File: config.mk
export PLATFORM = sky130hd
export DESIGN_NAME = interp_up2_stream
export DESIGN_NICKNAME = d
export VERILOG_FILES = /design/src/rtl/filtro_pkg.sv /design/src/rtl/interp_up2_kernel.sv /design/src/rtl/interp_up2_stream.sv
export SDC_FILE = /design/constraint.sdc
export NUM_CORES = 1
export LEC_CHECK = 0
export CORE_UTILIZATION = 46
export CTS_CLUSTER_SIZE = 12
export DETAILED_ROUTE_END_ITERATION = 10
export REMOVE_ABC_BUFFERS = 1
export SKIP_CTS_REPAIR_TIMING = 1
export SLEW_MARGIN = 20
export SYNTH_ARGS = -nofsm -noshare
export SYNTH_HDL_FRONTEND = slang
export SYNTH_SLANG_ARGS = --single-unit
File: constraint.sdc
create_clock -name clock -period 6.6 [get_ports clock]
set_input_delay 1.32 -clock clock [delete_from_list [all_inputs] [get_ports clock]]
set_output_delay 1.32 -clock clock [all_outputs]
set_load 0.02 [all_outputs]
File: src/rtl/filtro_pkg.sv
// Shared definitions for the interpolation filter stages: FSM states,
// half-band kernel coefficients, rounding constants and width helpers.
package filtro_pkg;

  typedef enum logic [1:0] {
    ST_IN   = 2'd0,
    ST_EVEN = 2'd1,
    ST_ODD  = 2'd2
  } state_e;

  localparam int C_OUTER = -1;
  localparam int C_INNER = 9;
  localparam int ROUND   = 8;
  localparam int SHIFT   = 4;

  // Port sample width: two guard bits above the base sample width.
  function automatic int sample_w(input int data_w);
    return data_w + 2;
  endfunction

  // Accumulator width wide enough for the 4-tap odd-phase sum.
  function automatic int acc_w(input int data_w);
    return data_w + 8;
  endfunction

endpackage

File: src/rtl/interp_up2_kernel.sv
// Odd-phase half-band midpoint: (-h3 + 9*h2 + 9*h1 - h0 + 8) >>> 4,
// saturated back to the sample range. Purely combinational.
module interp_up2_kernel
  import filtro_pkg::*;
#(
  parameter int DATA_WIDTH = 8,
  parameter int ACC_WIDTH  = acc_w(DATA_WIDTH)
) (
  input  logic signed [DATA_WIDTH+1:0] h0_i,
  input  logic signed [DATA_WIDTH+1:0] h1_i,
  input  logic signed [DATA_WIDTH+1:0] h2_i,
  input  logic signed [DATA_WIDTH+1:0] h3_i,
  output logic signed [DATA_WIDTH+1:0] odd_o
);

  localparam int SW = sample_w(DATA_WIDTH);

  localparam logic signed [ACC_WIDTH-1:0] K_OUT  = ACC_WIDTH'(C_OUTER);
  localparam logic signed [ACC_WIDTH-1:0] K_IN   = ACC_WIDTH'(C_INNER);
  localparam logic signed [ACC_WIDTH-1:0] K_RND  = ACC_WIDTH'(ROUND);
  localparam logic signed [ACC_WIDTH-1:0] SAT_HI = ACC_WIDTH'((1 <<< (SW - 1)) - 1);
  localparam logic signed [ACC_WIDTH-1:0] SAT_LO = ACC_WIDTH'(-(1 <<< (SW - 1)));

  // Add half an LSB of the output scale, then floor-shift.
  function automatic logic signed [ACC_WIDTH-1:0] round_shift(
    input logic signed [ACC_WIDTH-1:0] v
  );
    return (v + K_RND) >>> SHIFT;
  endfunction

  // Clip to the representable sample range.
  function automatic logic signed [SW-1:0] sat_sample(
    input logic signed [ACC_WIDTH-1:0] v
  );
    if (v > SAT_HI) return SAT_HI[SW-1:0];
    if (v < SAT_LO) return SAT_LO[SW-1:0];
    return v[SW-1:0];
  endfunction

  logic signed [ACC_WIDTH-1:0] x0, x1, x2, x3;
  logic signed [ACC_WIDTH-1:0] acc;

  assign x0 = ACC_WIDTH'(h0_i);
  assign x1 = ACC_WIDTH'(h1_i);
  assign x2 = ACC_WIDTH'(h2_i);
  assign x3 = ACC_WIDTH'(h3_i);

  // Symmetric 4-tap sum; the accumulator width leaves headroom, so no overflow.
  always_comb begin
    acc   = K_OUT * x3 + K_IN * x2 + K_IN * x1 + K_OUT * x0;
    odd_o = sat_sample(round_shift(acc));
  end

endmodule

File: src/rtl/interp_up2_stream.sv
// Streaming x2 interpolator: each accepted input (after a 3-sample warm-up)
// produces an even output (delayed input) followed by an odd output
// (half-band midpoint). Valid/ready on both sides; enable freezes everything.
module interp_up2_stream
  import filtro_pkg::*;
#(
  parameter int DATA_WIDTH = 8,
  parameter int ACC_WIDTH  = acc_w(DATA_WIDTH)
) (
  input  logic                         clock,
  input  logic                         reset,
  input  logic                         enable,
  input  logic signed [DATA_WIDTH+1:0] in_data,
  input  logic                         in_valid,
  output logic                         in_ready,
  output logic signed [DATA_WIDTH+1:0] out_data,
  output logic                         out_valid,
  input  logic                         out_ready
);

  localparam int SW = sample_w(DATA_WIDTH);

  state_e               state_q, state_d;
  logic signed [SW-1:0] h0_q, h1_q, h2_q, h3_q;
  logic signed [SW-1:0] h0_d, h1_d, h2_d, h3_d;
  logic [1:0]           fill_q, fill_d;
  logic signed [SW-1:0] out_data_q, out_data_d;
  logic signed [SW-1:0] odd_sample;
  logic                 accept, xfer;

  // Handshakes are gated by enable and reset so a frozen or resetting block
  // neither takes input nor presents output.
  assign in_ready  = enable & ~reset & (state_q == ST_IN);
  assign out_valid = enable & ~reset & (state_q != ST_IN);
  assign accept    = in_valid & in_ready;
  assign xfer      = out_valid & out_ready;
  assign out_data  = out_data_q;

  // Odd sample is computed from the current (already shifted) history,
  // which is exactly what is held while in ST_EVEN.
  interp_up2_kernel #(
    .DATA_WIDTH(DATA_WIDTH),
    .ACC_WIDTH (ACC_WIDTH)
  ) u_kernel (
    .h0_i (h0_q),
    .h1_i (h1_q),
    .h2_i (h2_q),
    .h3_i (h3_q),
    .odd_o(odd_sample)
  );

  // Next-state logic: shift history on accept, then emit even and odd outputs.
  always_comb begin
    state_d    = state_q;
    h0_d       = h0_q;
    h1_d       = h1_q;
    h2_d       = h2_q;
    h3_d       = h3_q;
    fill_d     = fill_q;
    out_data_d = out_data_q;
    unique case (state_q)
      ST_IN: begin
        if (accept) begin
          h3_d = h2_q;
          h2_d = h1_q;
          h1_d = h0_q;
          h0_d = in_data;
          if (fill_q != 2'd3) begin
            fill_d = fill_q + 2'd1;
          end else begin
            // Pre-shift h1 becomes h2 after the shift: the x[m-2] sample.
            state_d    = ST_EVEN;
            out_data_d = h1_q;
          end
        end
      end
      ST_EVEN: begin
        if (xfer) begin
          state_d    = ST_ODD;
          out_data_d = odd_sample;
        end
      end
      ST_ODD: begin
        if (xfer) state_d = ST_IN;
      end
      default: state_d = ST_IN;
    endcase
  end

  // State register; reset clears history, fill count and any pending output.
  always_ff @(posedge clock) begin
    if (reset) begin
      state_q    <= ST_IN;
      h0_q       <= '0;
      h1_q       <= '0;
      h2_q       <= '0;
      h3_q       <= '0;
      fill_q     <= 2'd0;
      out_data_q <= '0;
    end else begin
      state_q    <= state_d;
      h0_q       <= h0_d;
      h1_q       <= h1_d;
      h2_q       <= h2_d;
      h3_q       <= h3_d;
      fill_q     <= fill_d;
      out_data_q <= out_data_d;
    end
  end

endmodule

After elaboration in Yosys (flattened, before gate mapping). Cells that the tools add are included.

Flip-flop bits (word level): 54. Output and inout port bits: 12.

Add/sub/neg operators: 7. Multiply operators: 2. $lt $le $gt $ge: 2. Eq/ne operators: 7. Multiplexer cells: 16. Bitwise operators: 6. Reduce and logical (&&, ||, !) cells: 7.

Operators with widths (number): 10-bit two-way mux (7); 16-bit adder (3); 10-bit negation with 16-bit output (2); 5-bit by 10-bit multiplier with 15-bit output, first input constant (2); 10-bit one-hot mux with 2 select lines (1); 16-bit by 5-bit adder with 16-bit output, second input constant (1); 12-bit by 10-bit greater-than comparator with 1-bit output, second input constant (1); 12-bit by 10-bit less-than comparator with 1-bit output, second input constant (1); 2-bit inequality test, second input constant (5); 2-bit two-way mux (4); 4-bit AND reduction (2); 2-bit one-hot mux with 3 select lines (1); 1-bit AND (5); 2-bit nonzero test (2); 1-bit two-way mux (3); 3-bit AND reduction (1); 2-bit by 1-bit adder with 2-bit output, second input constant (1); 2-bit by 1-bit == test with 1-bit output, second input constant (1); 2-bit == test, second input constant (1); 2-bit zero test (1); 2-bit AND reduction (1); 1-bit NOT (1).

Depth between registers and ports, before layout.
Word-level depth: 12. Mapped depth: 26. Mapped depth without buffers: 25.

Modules after synthesis. From an unflattened synthesis, not the netlist that was laid out.

Cell total of the unflattened synthesis: 578. Area, all modules: 4943.5 um^2.

By module, submodules not included: interp_up2_kernel (instances 1, cells each 301, area an instance 2673.8 um^2, seq. area each 0.0 um^2); interp_up2_stream (instances 1, cells each 277, area an instance 2269.7 um^2, seq. area each 1081.0 um^2).

Least setup slack after synthesis. No wires, ideal clock.

Kind: register to register. Start point: register h1_q[1]. End point: register out_data_q[6], in the netlist out_data[6]. Arrival time: 4.989 ns. Data required time: 6.473 ns. Path slack: 1.484 ns. Stages on the path, launching flop included: 23. Period minus slack after synthesis: 5.116 ns. Cells stage by stage: dfxtp_1 ha_1 ha_1 inv_1 fa_1 nor2b_1 o21ai_0 a21boi_1 o21ai_0 a21boi_1 nor2_1 fa_1 fa_1 ha_1 ha_1 nand4_1 nor2_1 a2111oi_1 o21ai_1 nand3_1 a21oi_1 o311ai_1 a31oi_1.

Longest elaborated chain between the ends: 11. Elaborated cells between the ends (all ways): 14. Classes of those cells: add/sub: 3; mul: 1; order compare: 2; mux: 8.

RTL lines: start, declared (line interp_up2_stream.sv:24) `logic signed [SW-1:0] h0_q, h1_q, h2_q, h3_q;`; start signal, assigned (line interp_up2_stream.sv:95) `h1_q <= '0;`; start signal, assigned (line interp_up2_stream.sv:103) `h1_q <= h1_d;`; 5-bit by 10-bit multiplier with 15-bit output (*) (line interp_up2_kernel.sv:50) `acc = K_OUT * x3 + K_IN * x2 + K_IN * x1 + K_OUT * x0;`; 16-bit adder (*) (2 in series) (line interp_up2_kernel.sv:50); 16-bit by 5-bit adder with 16-bit output (*) (line interp_up2_kernel.sv:28) `return (v + K_RND) >>> SHIFT;`; 12-bit by 10-bit less-than comparator with 1-bit output (line interp_up2_kernel.sv:36) `if (v < SAT_LO) return SAT_LO[SW-1:0];`; 1-bit two-way mux (2 in series) (line interp_up2_kernel.sv:36); 10-bit two-way mux (line interp_up2_kernel.sv:37) `return v[SW-1:0];`; 10-bit two-way mux (*) (line interp_up2_kernel.sv:36); 10-bit two-way mux (*) (line interp_up2_stream.sv:78) `if (xfer) begin`; 10-bit one-hot mux with 2 select lines (*) (line interp_up2_stream.sv:61) `unique case (state_q)`; end signal, assigned (line interp_up2_stream.sv:107) `out_data_q <= out_data_d;`; end, declared (line interp_up2_stream.sv:27) `logic signed [SW-1:0] out_data_q, out_data_d;`.

Every way passes the cells marked *; elsewhere a longest branch is shown, timed or not. The select of a mux whose other input is x is not followed. A chain may end at the register's enable or synchronous reset.

Worst setup path in the final report.
Start point: register h1_q[3]. End point: register out_data_q[0], in the netlist out_data[0].

The elaborated chain is that of the path after synthesis.

==> results_dict.tcl <==
set metrics [dict create \
    status "complete, no violations" \
    synth_edf_count 0 \
    crit_top_cell "ha_1" \
    worst-setup-path-type "flip-flop to flip-flop" \
    grt_max_degree 48 \
    clk_latency_ps 310 \
    rsz0062_at_grt "false" \
    grt_pass1_wl_mm 17.0 \
    first_pass_iters 4 \
    holdWs_ps 459 \
    final_cell_area_mm2 0.00506 \
    cts_tree "built" \
    fin_util_pct 53.7 \
    p_sw_share_pct 31.6 \
    core_mm2 0.00942 \
    io_pins 27 \
    period_share_pct 87.4 \
    layout_min_cycle_time_ps 5770 \
    gp_congestion 0.869 \
    grt_pass1_vias 3524 \
    placed_area_mm2 0.00495 \
    synth_warnings 0 \
    setup_slack_ps 833 \
    ys_seq_area_share_pct 23.7 \
    port_buffers 26 \
    fmax_mhz 173 \
    maxCapViolations 0 \
    fillers 902 \
    p_total_uw 782 \
    layout_common_cells "nand2_1, ha_1, a21oi_1" \
    seqPwrFrac_pct 42.4 \
    clock_power_share_pct 28.6 \
    cts.path.max_buffers 2 \
    internal-power_uw 535 \
    wl_per_cell_um 14.6 \
    async_reset_ff_share_pct 0 \
    groute.usage.overall_pct 21.2 \
    place_ws_ps 889 \
    via_per_inst 5.30 \
    start_util_pct 48.5 \
    rows 35 \
    antenna_found_initial 1 \
    synthCells 546 \
    clkTransAtPathRegs_ps 100 \
    dieWidth_um 102 \
    power.switching_uw 247 \
    grt-ovfl-total 0 \
    final_common_cell "nand2_1" \
    peakVddDrop_mv 0.109 \
    critPathLaunchType "flip-flop" \
    setup_viol 0 \
    dp.cells 688 \
    syn_area_mm2 0.00456 \
    yosysUniqueCellTypes 53 \
    drc_errors 0 \
    p_comb_share_pct 29.0 \
    dieArea_mm2 0.0103 \
    crit_path_max_fanout 9 \
    hp-class "flip-flop to flip-flop" \
    fin_cells 697 \
    cts.sinks 54 \
    final_hold_viol_count 0 \
    cts_root_buf "clkbuf_8" \
    synth.avg_cell_area_um2 8.36 \
    p_leak_nw 2.09 \
    power.density_mw_per_mm2 155 \
    crit_slowest_cell "a21oi_1" \
    drive_above_1_share_pct 4.06 \
    synth_seq_cells 54 \
    end_kind "flip-flop" \
    drt_wl_total_mm 10.2 \
    postRouteAntennaNets 0 \
    nets 674 \
    worst_pin_slew_ps 884 \
    first_iter_violations 165 \
    max_slew_margin_pct 40.8 \
    cts_max_level 2 \
    critPathArrivalTime_ps 6000 \
    dp_hpwl_mm 7.95 \
    numCtsBuffers 5 \
    path_cells "ha_1, ha_1, inv_1, fa_1, nor2b_1, o21ai_0, a21boi_1, o21ai_0, a21boi_1, nor2_1, fa_1, fa_1, ha_1, ha_1, nand4_1, nor2_1, a211o_1, a41oi_1, nand3_1, a21oi_1, o31ai_1, a31oi_1" \
    synth_ff_type "dfxtp_1" \
    areaGrowthSynthToFinish_pct 10.8 \
    cp.required_ps 6830 \
    max_stage_delay_ps 570 \
    routed-via-count 3693 \
    fin_skew_ps 7.39 \
    slew_viol_final 0 \
    setup_tns_ps 0 \
    die_h_um 102 \
]
[worst paths after layout]
kind                     from     endpoint  slack (ps)  depth (start not counted)
setup reg to reg      h1_q[3]  out_data[0]         830                         22
setup / recovery      h1_q[3]  out_data[0]         830                         22
hold / removal    out_data[9]  out_data[9]         460                          2
hold reg to reg   out_data[9]  out_data[9]         460                          2
[metal layers]
metal  share of wire [%]  GRT usage (%)
met5                   0              0
met4                 1.4           5.13
met3                 2.7           2.62
met2                  47           34.7
met1                  48           29.8
[cell usage after synthesis (8+ instances only)]
library cell | n | area, um^2
nand2_1 | 106 | 398
dfxtp_1 | 54 | 1080
o21ai_0 | 14 | 70.1
inv_1 | 39 | 146
ha_1 | 63 | 788
nor2_1 | 34 | 128
o21ai_1 | 8 | 40.0
o21a_1 | 12 | 90.1
fa_1 | 30 | 601
xnor2_1 | 21 | 184
a31oi_1 | 10 | 62.6
a21oi_1 | 60 | 300
clkbuf_1 | 15 | 56.3
[critical path, delay by kind of cell, from the launching register on]
kind	cells	cell delay [ps]
AOI/OAI and AO/OA	9	2220
buffers and inverters	1	50
and+or+nand+nor	5	560
DFF	1	490
adders and majority gates	7	2390
[flip-flops by register name (all words and copies together) (netlist names)]
| name | flops |
|---|---|
| state_q | 2 |
| h0_q | 10 |
| fill_q | 2 |
| h1_q | 10 |
| h2_q | 10 |
| out_data | 10 |
| h3_q | 10 |
[final cells by class]
cell class / count / area [um^2] / share of cell area [%]
diodes: 1 / 2.50 / 0.0495
clock buffers: 6 / 72.6 / 1.43
clock inverters: 2 / 37.5 / 0.742
inverters: 39 / 146 / 2.89
multi-input cells: 436 / 3270 / 64.7
flip-flops and latches: 54 / 1080 / 21.4
well taps: 129 / 161 / 3.19
repair buffers: 30 / 285 / 5.64
[power groups by stage]
stage | clock network (mW) | registers (mW) | logic, mW
finish | 0.224 | 0.332 | 0.227
detailed placement | 0 | 0.339 | 0.224
CTS | 0.234 | 0.332 | 0.226
floorplan | 0 | 0.338 | 0.168
global placement | 0 | 0.339 | 0.221
global route | 0.245 | 0.332 | 0.254
[cell families (layout without fill, tap and decap cells)]
| family | Yosys count | count (layout) | synth area share (%) |
|---|---|---|---|
| adders and majority gates | 93 | 93 | 30.4 |
| and+or+nand+nor | 176 | 176 | 16.7 |
| buffers and inverters | 56 | 77 | 4.63 |
| xor gates and xnor gates | 25 | 25 | 4.80 |
| DFF | 54 | 54 | 23.7 |
| AOI/OAI and AO/OA | 142 | 142 | 19.8 |
| other | 0 | 1 | 0 |
Note: power is estimated with default switching activity, not from simulation.
